[src/rtl/axi_apb_pkg.sv]
// Shared types, response codes and the acceptance-check helper for the AXI4-Lite to APB bridge.
package axi_apb_pkg;

  typedef enum logic [1:0] {
    IDLE   = 2'd0,
    SETUP  = 2'd1,
    ACCESS = 2'd2,
    RESP   = 2'd3
  } state_t;

  localparam logic [1:0] RESP_OKAY   = 2'b00;
  localparam logic [1:0] RESP_SLVERR = 2'b10;
  localparam logic [1:0] RESP_DECERR = 2'b11;

  // Prioritised request check: alignment, then decode range, then partial-strobe writes.
  function automatic logic [1:0] check_resp(input logic misaligned,
                                            input logic out_of_range,
                                            input logic bad_strb);
    logic [1:0] resp;
    resp = RESP_OKAY;
    if (misaligned) begin
      resp = RESP_SLVERR;
    end else if (out_of_range) begin
      resp = RESP_DECERR;
    end else if (bad_strb) begin
      resp = RESP_SLVERR;
    end
    return resp;
  endfunction

endpackage

[src/rtl/apb_wdt.sv]
// Watchdog for APB ACCESS wait states: flags the cycle in which the limit-th ACCESS cycle runs.
module apb_wdt #(
  parameter int unsigned CNT_W = 5
) (
  input  logic             pclk,
  input  logic             presetn,
  input  logic             clear,
  input  logic             enable,
  input  logic [CNT_W-1:0] limit,
  output logic             expire
);

  logic [CNT_W-1:0] cnt_q;
  logic [CNT_W-1:0] cnt_d;

  // Clear has priority over counting so ACCESS always starts from zero.
  always_comb begin
    cnt_d = cnt_q;
    if (clear) begin
      cnt_d = '0;
    end else if (enable) begin
      cnt_d = cnt_q + CNT_W'(1);
    end
  end

  // Counter register with synchronous active-low reset.
  always_ff @(posedge pclk) begin
    if (!presetn) begin
      cnt_q <= '0;
    end else begin
      cnt_q <= cnt_d;
    end
  end

  assign expire = enable && (cnt_q == (limit - CNT_W'(1)));

endmodule

[src/rtl/axi4lite_apb_bridge.sv]
// AXI4-Lite slave to APB3 master bridge: one outstanding transaction, checked and watchdog-bounded.
module axi4lite_apb_bridge
  import axi_apb_pkg::*;
#(
  parameter int unsigned ADDR_WIDTH     = 32,
  parameter int unsigned DATA_WIDTH     = 32,
  parameter logic [31:0] APB_ADDR_LIMIT = 32'h20,
  parameter int unsigned TIMEOUT_CYCLES = 16
) (
  input  logic                    pclk,
  input  logic                    presetn,
  input  logic [ADDR_WIDTH-1:0]   awaddr,
  input  logic                    awvalid,
  output logic                    awready,
  input  logic [DATA_WIDTH-1:0]   wdata,
  input  logic [DATA_WIDTH/8-1:0] wstrb,
  input  logic                    wvalid,
  output logic                    wready,
  output logic [1:0]              bresp,
  output logic                    bvalid,
  input  logic                    bready,
  input  logic [ADDR_WIDTH-1:0]   araddr,
  input  logic                    arvalid,
  output logic                    arready,
  output logic [DATA_WIDTH-1:0]   rdata,
  output logic [1:0]              rresp,
  output logic                    rvalid,
  input  logic                    rready,
  output logic [ADDR_WIDTH-1:0]   paddr,
  output logic [DATA_WIDTH-1:0]   pwdata,
  output logic                    psel,
  output logic                    penable,
  output logic                    pwrite,
  input  logic [DATA_WIDTH-1:0]   prdata,
  input  logic                    pready,
  input  logic                    pslverr
);

  localparam int unsigned CNT_W = $clog2(TIMEOUT_CYCLES + 1);

  state_t                  state_q, state_d;
  logic                    psel_q, psel_d;
  logic                    penable_q, penable_d;
  logic                    pwrite_q, pwrite_d;
  logic [ADDR_WIDTH-1:0]   paddr_q, paddr_d;
  logic [DATA_WIDTH-1:0]   pwdata_q, pwdata_d;
  logic                    bvalid_q, bvalid_d;
  logic [1:0]              bresp_q, bresp_d;
  logic                    rvalid_q, rvalid_d;
  logic [1:0]              rresp_q, rresp_d;
  logic [DATA_WIDTH-1:0]   rdata_q, rdata_d;
  logic                    last_wr_q, last_wr_d;

  logic                    wr_req;
  logic                    rd_req;
  logic                    grant_wr;
  logic                    grant_rd;
  logic [ADDR_WIDTH-1:0]   req_addr;
  logic [1:0]              req_resp;
  logic                    wdt_clear;
  logic                    wdt_en;
  logic                    wdt_expire;

  // Arbitration: alternate on ties, starting with the write after reset.
  always_comb begin
    wr_req   = awvalid && wvalid;
    rd_req   = arvalid;
    grant_wr = wr_req && (!rd_req || !last_wr_q);
    grant_rd = rd_req && (!wr_req || last_wr_q);
    req_addr = grant_wr ? awaddr : araddr;
    req_resp = check_resp(req_addr[1:0] != 2'b00,
                          req_addr >= ADDR_WIDTH'(APB_ADDR_LIMIT),
                          grant_wr && (wstrb != '1));
  end

  assign awready = presetn && (state_q == IDLE) && grant_wr;
  assign wready  = presetn && (state_q == IDLE) && grant_wr;
  assign arready = presetn && (state_q == IDLE) && grant_rd;

  apb_wdt #(
    .CNT_W (CNT_W)
  ) u_wdt (
    .pclk    (pclk),
    .presetn (presetn),
    .clear   (wdt_clear),
    .enable  (wdt_en),
    .limit   (CNT_W'(TIMEOUT_CYCLES)),
    .expire  (wdt_expire)
  );

  // Next-state and registered-output logic; pwrite_q doubles as the transaction direction.
  always_comb begin
    state_d   = state_q;
    psel_d    = psel_q;
    penable_d = penable_q;
    pwrite_d  = pwrite_q;
    paddr_d   = paddr_q;
    pwdata_d  = pwdata_q;
    bvalid_d  = bvalid_q;
    bresp_d   = bresp_q;
    rvalid_d  = rvalid_q;
    rresp_d   = rresp_q;
    rdata_d   = rdata_q;
    last_wr_d = last_wr_q;
    wdt_clear = 1'b0;
    wdt_en    = 1'b0;

    unique case (state_q)
      IDLE: begin
        if (grant_wr || grant_rd) begin
          paddr_d  = req_addr;
          pwrite_d = grant_wr;
          pwdata_d = grant_wr ? wdata : '0;
          if (req_resp != RESP_OKAY) begin
            state_d = RESP;
            if (grant_wr) begin
              bvalid_d = 1'b1;
              bresp_d  = req_resp;
            end else begin
              rvalid_d = 1'b1;
              rresp_d  = req_resp;
              rdata_d  = '0;
            end
          end else begin
            state_d = SETUP;
            psel_d  = 1'b1;
          end
        end
      end

      SETUP: begin
        penable_d = 1'b1;
        wdt_clear = 1'b1;
        state_d   = ACCESS;
      end

      ACCESS: begin
        wdt_en = 1'b1;
        if (pready || wdt_expire) begin
          psel_d    = 1'b0;
          penable_d = 1'b0;
          state_d   = RESP;
          if (pwrite_q) begin
            bvalid_d = 1'b1;
            bresp_d  = (pready && !pslverr) ? RESP_OKAY : RESP_SLVERR;
          end else begin
            rvalid_d = 1'b1;
            rresp_d  = (pready && !pslverr) ? RESP_OKAY : RESP_SLVERR;
            rdata_d  = pready ? prdata : '0;
          end
        end
      end

      RESP: begin
        if (pwrite_q ? bready : rready) begin
          bvalid_d  = 1'b0;
          rvalid_d  = 1'b0;
          last_wr_d = pwrite_q;
          state_d   = IDLE;
        end
      end

      default: begin
        state_d = IDLE;
      end
    endcase
  end

  // State and output registers; reset drops any in-flight transaction.
  always_ff @(posedge pclk) begin
    if (!presetn) begin
      state_q   <= IDLE;
      psel_q    <= 1'b0;
      penable_q <= 1'b0;
      pwrite_q  <= 1'b0;
      paddr_q   <= '0;
      pwdata_q  <= '0;
      bvalid_q  <= 1'b0;
      bresp_q   <= 2'b00;
      rvalid_q  <= 1'b0;
      rresp_q   <= 2'b00;
      rdata_q   <= '0;
      last_wr_q <= 1'b0;
    end else begin
      state_q   <= state_d;
      psel_q    <= psel_d;
      penable_q <= penable_d;
      pwrite_q  <= pwrite_d;
      paddr_q   <= paddr_d;
      pwdata_q  <= pwdata_d;
      bvalid_q  <= bvalid_d;
      bresp_q   <= bresp_d;
      rvalid_q  <= rvalid_d;
      rresp_q   <= rresp_d;
      rdata_q   <= rdata_d;
      last_wr_q <= last_wr_d;
    end
  end

  assign psel    = psel_q;
  assign penable = penable_q;
  assign pwrite  = pwrite_q;
  assign paddr   = paddr_q;
  assign pwdata  = pwdata_q;
  assign bvalid  = bvalid_q;
  assign bresp   = bresp_q;
  assign rvalid  = rvalid_q;
  assign rresp   = rresp_q;
  assign rdata   = rdata_q;

endmodule

[config.mk]
export PLATFORM = sky130hd
export DESIGN_NAME = axi4lite_apb_bridge
export DESIGN_NICKNAME = d
export VERILOG_FILES = /design/src/rtl/axi_apb_pkg.sv /design/src/rtl/apb_wdt.sv /design/src/rtl/axi4lite_apb_bridge.sv
export SDC_FILE = /design/constraint.sdc
export NUM_CORES = 1
export LEC_CHECK = 0
export ABC_AREA = 0
export BUFFER_PORTS_ARGS = -buffer_cell sky130_fd_sc_hd__buf_4
export CELL_PAD_IN_SITES_DETAIL_PLACEMENT = 0
export CELL_PAD_IN_SITES_GLOBAL_PLACEMENT = 1
export CORE_UTILIZATION = 29
export DETAILED_ROUTE_END_ITERATION = 8
export PLACE_DENSITY = 0.76
export SETUP_SLACK_MARGIN = 0.02
export SLEW_MARGIN = 20
export SYNTH_ARGS = -nofsm -noshare
export SYNTH_HDL_FRONTEND = slang
export SYNTH_HIERARCHICAL = 1
export SYNTH_SLANG_ARGS = --single-unit
export TNS_END_PERCENT = 100
[constraint.sdc]
create_clock -name pclk -period 2.3 [get_ports pclk]
set_clock_uncertainty 0.2 [all_clocks]
set_input_delay 0.115 -clock pclk [delete_from_list [all_inputs] [get_ports pclk]]
set_output_delay 0.115 -clock pclk [all_outputs]
set_load 0.005 [all_outputs]
After elaboration in Yosys (flattened, before gate mapping)
Index checks and enable logic that the tools add are counted.
- add/sub/neg operators: 1
- $mul: 0
- div/mod/pow operators: 0
- order comparisons: 1
- equality and inequality tests: 14
- shift operators: 0
- multiplexer cells: 51
- bitwise logic cells: 1
- reduce and logical (&&, ||, !) cells: 33
- operators by type and width (operator ; number):
    two-way mux 32 bit ; 8
    case mux 32 bit (2 select lines) ; 1
    two-way mux 2 bit ; 18
    >= comparator 32 x 6 -> 1 bit, second input constant ; 1
    two-way mux 1 bit ; 17
    != test 2 bit, second input constant ; 7
    AND reduction 7 bit ; 2
    AND reduction 6 bit ; 2
    logical AND 1 bit ; 9
    case mux 2 bit (2 select lines) ; 2
    case mux 2 bit (4 select lines) ; 1
    nonzero test 2 bit ; 4
    case mux 1 bit (3 select lines) ; 2
    AND reduction 2 bit ; 3
    adder 5 x 1 -> 5 bit, second input constant ; 1
    equality test 5 x 4 -> 1 bit, second input constant ; 1
    equality test 2 bit, second input constant ; 2
    zero test 1 bit ; 4
    logical OR 1 bit ; 4
    != test 2 x 1 -> 1 bit, second input constant ; 2
    != test 4 bit, second input constant ; 1
    case mux 1 bit (2 select lines) ; 2
    AND reduction 4 bit ; 1
    AND reduction 3 bit ; 1
    other kinds (5) ; 5
- bits in registers: 113
- latch bits: 0
- RAM bits: 0
- memory bits (read-only): 0
- input port bits: 141
- memories: 0

Logic depth before layout (Yosys ltp)
Gate-level depths: netlist (run 1).
- word-level depth: 11
- mapped depth: 12

Hierarchy
Netlist (run 1), hierarchy kept.
- modules (own cells, without submodules) (module ; instances ; cells an instance ; area each (um^2) ; sequential area each (um^2)):
    axi4lite_apb_bridge ; 1 ; 504 ; 4575.6 ; 2162.1
    apb_wdt ; 1 ; 39 ; 334.1 ; 100.1

Worst setup path after synthesis (run 1)
OpenSTA, ideal clock, no wires.
- path type: register to register
- start: reg state_q[0]
- end: reg bvalid_q (netlist: bvalid)
- data arrival time: 2.155 ns
- data required time: 1.981 ns
- setup slack: -0.175 ns
- cell stages (with the launch flop): 11
- clock period less this slack: 2.475 ns
- cells stage by stage: dfxtp_1 -> inv_1 -> ha_1 -> clkbuf_1 -> o211ai_1 -> a2111oi_2 -> nor2_1 -> a22oi_1 -> a21boi_1 -> nand4b_1 -> mux2i_1
- word-level cells in the longest chain between the ends: 6
- elaborated cells between the ends (all ways): 15
- RTL lines (element ; line ; RTL):
    start: declaration ; axi4lite_apb_bridge.sv:41 ; state_t state_q, state_d;
    start signal: assignment ; axi4lite_apb_bridge.sv:185 ; state_q <= state_d;
    equality test 2 bit ; axi4lite_apb_bridge.sv:108 ; unique case (state_q)
    two-way mux 1 bit ; axi4lite_apb_bridge.sv:108 ;
    net wdt_en ; axi4lite_apb_bridge.sv:61 ; logic wdt_en;
    logical AND 1 bit ; apb_wdt.sv:35 ; assign expire = enable && (cnt_q == (limit - CNT_W'(1)));
    net wdt_expire ; axi4lite_apb_bridge.sv:62 ; logic wdt_expire;
    logical OR 1 bit ; axi4lite_apb_bridge.sv:139 ; if (pready || wdt_expire) begin
    != test 2 bit (no line) ; -- ;
    AND reduction 7 bit (no line) ; -- ;
    end signal: assignment ; axi4lite_apb_bridge.sv:191 ; bvalid_q <= bvalid_d;
    end: declaration ; axi4lite_apb_bridge.sv:47 ; logic bvalid_q, bvalid_d;
The timed path passes the listed nets, and every way through them passes these cells.
A chain may end at the register's enable or synchronous reset.

Worst setup path in the final report (run 1)
- start: reg u_wdt.cnt_q[4]
- end: reg rdata_q[1] (netlist: rdata[1])
- word-level cells in the longest chain between the ends: 5
- RTL lines (element ; line ; RTL):
    start: declaration ; apb_wdt.sv:13 ; logic [CNT_W-1:0] cnt_q;
    start signal: assignment ; apb_wdt.sv:31 ; cnt_q <= cnt_d;
    equality test 5 x 4 -> 1 bit ; apb_wdt.sv:35 ;
    logical AND 1 bit ; apb_wdt.sv:35 ;
    net wdt_expire ; axi4lite_apb_bridge.sv:62 ;
    logical OR 1 bit ; axi4lite_apb_bridge.sv:139 ;
    != test 2 bit (no line) ; -- ;
    AND reduction 6 bit (no line) ; -- ;
    end signal: assignment ; axi4lite_apb_bridge.sv:195 ; rdata_q <= rdata_d;
    end: declaration ; axi4lite_apb_bridge.sv:51 ; logic [DATA_WIDTH-1:0] rdata_q, rdata_d;
The timed path passes the listed nets, and every way through them passes these cells.

==> results.py, run 1 <==
metrics = {
    "status": {
        "status": "finished, final reports clean",
    },
    "sta": {
        "period_minus_slack_ns": 2.21,
        "slew_viol_final": 0,
        "hold_violations": 0,
        "timing.fmax_mhz": 452,
        "worst_pin_slew_ns": 0.809,
        "setup_slack_ns": 0.0891,
        "setup_violations": 0,
        "finalCritPeriodShare": 0.961,
        "hold_slack_ns": 0.0334,
        "fin_tns_setup_ns": 0,
        "rsz0062_at_grt": "true",
        "slew_headroom": 0.460,
    },
    "worst_setup_path": {
        "cp-start-kind": "flop",
        "crit_path_end_kind": "flop",
        "r2r_setup_slack_ns": 0.09,
        "rr_startpoint": "u_wdt/cnt_q[4]",
        "required_ns": 2.40,
        "r2r_cells": 10,
        "startpoint": "u_wdt/cnt_q[4]",
        "crit_path_end": "rdata[1]",
        "cp_max_fo": 8,
        "worstReg2RegEnd": "rdata[1]",
        "crit_type": "flop to flop",
        "worstPathArrival_ns": 2.31,
    },
    "placement": {
        "pre_cts_ws_ns": -0.0167,
        "hpwl_mm": 12.7,
        "post_dp_cell_area_um2": 7110,
        "gp_congestion": 0.935,
        "io_buffers": 248,
    },
    "synth": {
        "avgSynthCellArea_um2": 9.04,
        "synth_seq_cells": 113,
        "yosysWarnings": 6,
        "yosysTopAreaCell": "dfxtp_1",
        "ys.flop_type": "dfxtp_1",
        "synth_cell_types": 54,
        "seq_area_frac_synth": 0.461,
        "async_flop_share": 0,
        "synth_edf_count": 0,
        "syn_area_um2": 4910,
        "syn_inst": 543,
        "netlist.area_leader.share": 0.461,
        "synthTopCellsByArea": "dfxtp_1 (46%), nand2_1 (11%), mux2i_1 (8.0%), a22o_1 (5.7%), a311oi_1 (5.7%)",
    },
    "die": {
        "die_area_um2": 17500,
        "ios": 249,
        "start_util": 0.296,
        "fp.dieH_um": 132,
        "num_rows": 47,
        "fp.dieW_um": 132,
        "design.core.area_um2": 16600,
    },
    "power": {
        "p_leak_nw": 4.18,
        "p_per_area_nw_per_um2": 923,
        "peakVddDrop_v": 0.000539,
    },
    "routing": {
        "vias_per_cell": 4.82,
        "drt.antenna.violating_nets": 0,
        "drt_iter0_drc": 242,
        "wl_mm": 19.9,
        "vias": 5661,
        "drc": 0,
        "dr.pass1.iters": 4,
        "wire_per_inst_um": 16.9,
    },
    "cts": {
        "clkTransAtPathRegs_ns": 0.06,
        "numCtsBuffers": 17,
        "cts_tree": "yes",
        "cts_buffer_depth": 2,
        "h-tree-depth": 4,
        "cts-root-buf": "clkbuf_16",
        "clk_latency_ns": 0.41,
        "cts_sinks": 113,
    },
    "worst_hold_path": {
        "min_delay_path_depth": 5,
        "hold_class": "primary input to flop",
    },
    "finish": {
        "area_delta_synth_final_pct": 90.4,
        "fin_area_um2": 9350,
        "nNetsFinal": 1088,
        "multi_input_area_um2": 2630,
        "diodes": 0,
        "fill_cells": 1467,
        "register_area_um2": 2270,
        "drive_gt1_frac": 0.357,
    },
    "global_route": {
        "grt_max_degree": 65,
        "grt_util_all_layers": 0.218,
        "grt_pass1_vias": 5715,
        "grt_overflow_total": 0,
        "grt_pass1_wl_mm": 30.0,
        "antenna_found_initial": 0,
    },
    "job": {
        "maxCapViolCount": 0,
    },
}
==> worst min path at each step <==
stage,start,endpoint,slack [ns]
6_report,awaddr[0],bresp[0],0.03
5_1_grt,awaddr[0],bresp[0],0.05
4_1_cts,awaddr[1],rresp[0],0.02
3_5_place_dp,wdata[26],pwdata[26],0.14
3_3_place_gp,wdata[30],pwdata[30],0.13
2_1_floorplan,wdata[0],pwdata[0],0.05
==> layout make-up <==
cell class	count	share of cell area
Multi-Input combinational cell	398	0.281
Clock inverter	14	0.0191
Timing Repair Buffer	406	0.378
Inverter	5	0.00201
Clock buffer	18	0.0470
Sequential cell	113	0.243
Tap cell	220	0.0295
==> sequential cells by signal, summed over array words and instances, names as in the netlist, 2 cells and up <==
signal	flops
bresp	2
paddr	32
pwdata	32
rdata	32
rresp	2
state_q	2
u_wdt/cnt_q	5
==> metal layers <==
metal,up-vias,share of wire,track usage
li1,2719,-,-
met1,2654,0.42,0.256
met2,250,0.48,0.368
met3,38,0.076,0.0761
met4,0,0.024,0.0775
met5,-,0,0
==> metrics by stage <==
step	utilization	cells	total power, mW
2_1_floorplan	-	555	4.16
3_3_place_gp	0.429	1006	5.16
3_5_place_dp	0.429	1006	5.22
4_1_cts	0.546	1170	8.23
5_1_grt	0.564	1174	9.09
6_report	0.564	1174	8.62
==> worst max-delay path, stage by stage (launching register included) <==
cell and delay, ns:
dfxtp_2 0.33, xnor2_2 0.15, nor4_2 0.22, a31oi_2 0.09, a2111oi_4 0.24, nor2_2 0.07
o21ai_1 0.11, and3b_2 0.25, nand2_8 0.11, clkbuf_16 0.20, mux2i_1 0.11
==> power by group <==
part           internal [mW]  switching, mW  total, mW  leakage [nW]
registers               2.33          0.224       2.55         0.924
clock network           1.75           1.01       2.76         0.294
logic                   1.82           1.49       3.31          2.96
==> cells in the mapped netlist (3+ instances only) <==
library cell / instances
nand2_1: 140
dfxtp_1: 113
nor2_1: 48
mux2i_1: 39
a22o_1: 32
a311oi_1: 32
clkbuf_1: 23
nor4_1: 11
buf_2: 8
ha_1: 6
nand2b_1: 6
nor2b_1: 6
a21oi_1: 5
nand4_1: 5
inv_1: 4
nand3_1: 4
o211ai_1: 4
o21ai_0: 4
xnor2_1: 4
xor2_1: 4
buf_1: 3
buf_12: 3
or3_1: 3
==> cells in the final DEF (no fill, tap or decap), types with 2 or more instances in the layout <==
| cell | count |
|---|---|
| buf_4 | 263 |
| nand3_1 | 4 |
| o21ai_1 | 2 |
| dlygate4sd3_1 | 132 |
| xnor2_1 | 3 |
| nand2_1 | 140 |
| nor4_1 | 3 |
| a21o_1 | 2 |
| a21oi_1 | 5 |
| clkinvlp_4 | 3 |
| a311oi_1 | 32 |
| or3_1 | 3 |
| clkbuf_16 | 23 |
| nand2b_1 | 6 |
| nor2_1 | 44 |
| nor2_2 | 3 |
| dfxtp_1 | 109 |
| and3_4 | 2 |
| inv_6 | 5 |
| a22o_1 | 32 |
| o21ai_0 | 3 |
| bufinv_16 | 3 |
| buf_12 | 4 |
| mux2i_1 | 39 |
| o211ai_1 | 4 |
| nor4_2 | 5 |
| conb_1 | 14 |
| dfxtp_2 | 3 |
| inv_1 | 3 |
| clkinv_4 | 2 |
| nor4_4 | 3 |
| nor2b_1 | 5 |
| a22oi_1 | 2 |
| nand4_1 | 5 |
| xor2_1 | 4 |
| ha_1 | 5 |
==> repair_timing <==
| item | in CTS | in global routing |
|---|---|---|
| pin swaps | 1 | 9 |
| hold buffers | 132 | 0 |
| buffers inserted | 0 | 4 |
| endpoints found under the hold margin | 100 | 0 |
| gates resized for setup | 1 | 30 |
| cloned | 0 | 6 |
| endpoints found under the setup margin | 11 | 46 |
==> logic make-up after synthesis <==
family                     after synthesis  share of synthesized area
and+or+nand+nor                        234                      0.207
xor gates and xnor gates                 8                     0.0143
muxes                                   40                     0.0841
DFF                                    113                      0.461
adders and majority gates                6                     0.0153
buffers and inverters                   44                     0.0479
AOI/OAI and AO/OA                       96                      0.169
other                                    2                    0.00153
(Power assumes the default switching activity.)
==> inputs of run 2 (changes only) <==
--- a/config.mk
+++ b/config.mk
@@ -5,13 +5,13 @@
 export SDC_FILE = /design/constraint.sdc
 export NUM_CORES = 1
 export LEC_CHECK = 0
-export ABC_AREA = 0
+export ABC_AREA = 1
 export BUFFER_PORTS_ARGS = -buffer_cell sky130_fd_sc_hd__buf_4
 export CELL_PAD_IN_SITES_DETAIL_PLACEMENT = 0
 export CELL_PAD_IN_SITES_GLOBAL_PLACEMENT = 1
 export CORE_UTILIZATION = 29
 export DETAILED_ROUTE_END_ITERATION = 8
-export PLACE_DENSITY = 0.76
+export PLACE_DENSITY = 0.77
 export SETUP_SLACK_MARGIN = 0.02
 export SLEW_MARGIN = 20
 export SYNTH_ARGS = -nofsm -noshare
==> constraint.sdc (replaced) <==
create_clock -name pclk -period 2.3 [get_ports pclk]
set_clock_uncertainty 0.2 [all_clocks]
set_input_delay 0.115 -clock pclk [delete_from_list [all_inputs] [get_ports pclk]]
set_output_delay 0.115 -clock pclk [all_outputs]
set_load 0.05 [all_outputs]
==> run 2 against run 1 <==
- combinational power up 92%
- power up 38%
- worst setup slack worse by 0.14 ns
- design area up 10%
- cell count up 24%
- hold slack worse by 0.021 ns
- non-clock buffer count up 30
- clock-buffer cell count up 2
- core utilization up 0.091 points
- fmax down 5.9%
- highest routed layer unchanged
- via count up 17%
- the flow now finishes with violations (setup timing)
- critical path depth up 6
==> results.py, run 2 <==
metrics = {
    "worst_setup_path": {
        "r2r_setup_slack_ns": -0.05,
        "worstReg2RegEnd": "rdata[10]",
        "path_buf_inv": 3,
        "r2r_cells": 16,
        "crit_path_end_kind": "flop",
        "crit_type": "flop to flop",
        "worstPathArrival_ns": 2.46,
        "required_ns": 2.41,
        "worst_path_most_repeated_cell": "nand2_2",
        "cpPeakStageDelay_ns": 0.36,
        "cp_max_fo": 7,
        "cp-start-kind": "flop",
        "crit_chain": "nand2_8 > inv_4 > nor2_4 > buf_6 > nand2_2 > nand2_2 > nand2_2 > nor2_2 > nand2_2 > nor2_4 > nand4_4 > nand3_4 > clkbuf_16 > nand2_1 > nand2_1 > nor2_1",
        "crit_family": "simple AND/OR/NAND/NOR gates",
        "rr_startpoint": "last_wr_q",
        "critPathSlowestCell": "dfxtp_4",
    },
    "placement": {
        "gp_congestion": 0.808,
        "hpwl_mm": 12.7,
        "io_buffers": 248,
    },
    "global_route": {
        "grt_overflow_total": 0,
        "grt_pass1_vias": 6390,
        "grt_util_all_layers": 0.201,
        "antenna_found_initial": 0,
        "grt_pass1_wl_mm": 30.8,
        "grt_max_degree": 76,
    },
    "worst_hold_path": {
        "min_delay_path_depth": 4,
        "hold_path_startpoint": "bready",
        "worstHoldEndpoint": "last_wr_q",
        "hold_class": "primary input to flop",
    },
    "cts": {
        "clkTransAtPathRegs_ns": 0.05,
        "cts-root-buf": "clkbuf_16",
        "cts_tree": "yes",
        "cts_buffer_depth": 2,
        "clk_latency_ns": 0.41,
        "cts_sinks": 113,
        "numCtsBuffers": 17,
        "h-tree-depth": 4,
    },
    "synth": {
        "synthTopCellsByArea": "dfxtp_1 (41%), nand2_1 (14%), inv_1 (9.2%), a32o_1 (5.8%), nor2_1 (5.5%)",
        "netlist.area_leader.share": 0.413,
        "yosysTopAreaCell": "dfxtp_1",
        "seq_area_frac_synth": 0.413,
        "syn_inst": 795,
        "synth.most_common_cell": "nand2_1",
        "synth_seq_cells": 113,
        "syn_area_um2": 5480,
        "async_flop_share": 0,
        "avgSynthCellArea_um2": 6.90,
        "synth_common_cells": "nand2_1 (210), inv_1 (134), dfxtp_1 (113)",
        "synth_edf_count": 0,
        "ys.flop_type": "dfxtp_1",
        "yosysWarnings": 6,
        "synth_cell_types": 39,
    },
    "routing": {
        "drt.antenna.violating_nets": 0,
        "drt_iter0_drc": 208,
        "vias_per_cell": 4.55,
        "drc": 0,
        "wl_mm": 20.5,
        "dr.pass1.iters": 5,
        "wire_per_inst_um": 14.1,
        "vias": 6625,
    },
    "finish": {
        "nNetsFinal": 1361,
        "fill_cells": 1672,
        "multi_input_area_um2": 2850,
        "final_common_cell": "buf_4",
        "register_area_um2": 2270,
        "final_cell_mix": "buf_4 (296), nand2_1 (180), dlygate4sd3_1 (127)",
        "area_delta_synth_final_pct": 88.1,
        "drive_gt1_frac": 0.347,
        "diodes": 0,
    },
    "sta": {
        "hold_slack_ns": 0.0125,
        "rsz0062_at_grt": "true",
        "timing.fmax_mhz": 425,
        "finalCritPeriodShare": 1.02,
        "setup_violations": 28,
        "hold_violations": 0,
        "setup_slack_ns": -0.0503,
        "period_minus_slack_ns": 2.35,
        "slew_viol_final": 0,
    },
    "die": {
        "ios": 249,
        "start_util": 0.300,
        "die_area_um2": 19500,
        "fp.dieW_um": 140,
        "design.core.area_um2": 18300,
        "num_rows": 49,
        "fp.dieH_um": 140,
    },
    "power": {
        "p_leak_nw": 5.15,
        "peakVddDrop_v": 0.000668,
        "finalPower_mw": 11.9,
        "p_per_area_nw_per_um2": 1160,
    },
    "status": {
        "violations": "setup timing",
        "status": "complete, but fails checks",
    },
    "job": {
        "maxCapViolCount": 0,
    },
}
==> run 2: worst max-delay path by stage <==
stage / startpoint / to / slack (ns) / depth (start not counted)
after floorplan: state_q[0] / wready / 0.07 / 6
after global placement: last_wr_q / bresp[0] / -0.12 / 14
after detailed placement: last_wr_q / bresp[0] / -0.18 / 14
after CTS: state_q[1] / arready / 0.03 / 6
after global routing: last_wr_q / rdata[10] / -0.17 / 16
final: last_wr_q / rdata[10] / -0.05 / 16
==> run 2: layer usage <==
metal / vias to the layer above / track usage / part of all wire
met5: - / 0 / 0
met4: 0 / 0.0959 / 0.037
met3: 50 / 0.0668 / 0.075
met2: 240 / 0.337 / 0.48
met1: 2982 / 0.230 / 0.41
li1: 3353 / - / -
==> run 2: per-stage QoR <==
stage               TNS (ns)   util  cells  instance area, um2  setup slack, ns
global placement      -0.997  0.429   1279                7840           -0.118
finish                -0.553  0.565   1456               10300          -0.0503
CTS                        0  0.543   1447                9930           0.0287
detailed placement     -2.51  0.429   1279                7840           -0.178
floorplan                  0      -    805                5530           0.0651
global route           -4.63  0.565   1456               10300           -0.165
==> run 2: cells by family (layout without fill, tap and decap cells) <==
family	count (synthesis)	count (layout)	synth area share
adders and majority gates	6	6	0.0137
AOI/OAI and AO/OA	126	126	0.150
DFF	113	113	0.413
other	2	12	0.00137
xor gates and xnor gates	1	1	0.00160
and+or+nand+nor	360	361	0.281
muxes	1	1	0.00183
buffers and inverters	186	607	0.139
==> run 2: final cells by class <==
cell class | count | share of cell area
Timing Repair Buffer | 436 | 0.363
Multi-Input combinational cell | 507 | 0.276
Sequential cell | 113 | 0.220
Inverter | 139 | 0.0508
Clock buffer | 20 | 0.0443
Tap cell | 229 | 0.0278
Clock inverter | 12 | 0.0177
==> run 2: worst register-to-register path, cell delays in order, from the launching register on <==
cell	delay [ns]
dfxtp_4	0.36
nand2_8	0.12
inv_4	0.04
nor2_4	0.11
buf_6	0.15
nand2_2	0.05
nand2_2	0.08
nand2_2	0.06
nor2_2	0.09
nand2_2	0.09
nor2_4	0.16
nand4_4	0.15
nand3_4	0.23
clkbuf_16	0.20
nand2_1	0.06
nand2_1	0.06
nor2_1	0.04
==> run 2: where the power goes <==
group          total, mW  leakage (nW)  switching [mW]  internal (mW)
Sequential          2.75         0.929           0.276           2.47
Combinational       6.34          3.91            3.99           2.35
Clock               2.85         0.302           0.979           1.87
Total               11.9          5.15            5.25           6.70
==> run 2: what timing repair did <==
item,4_1_cts,5_1_grt
gates resized for setup,17,86
buffers inserted,8,5
hold buffers,127,0
pin swaps,5,28
gates cloned,1,5
hold endpoints to repair,103,0
setup endpoints to repair,41,43
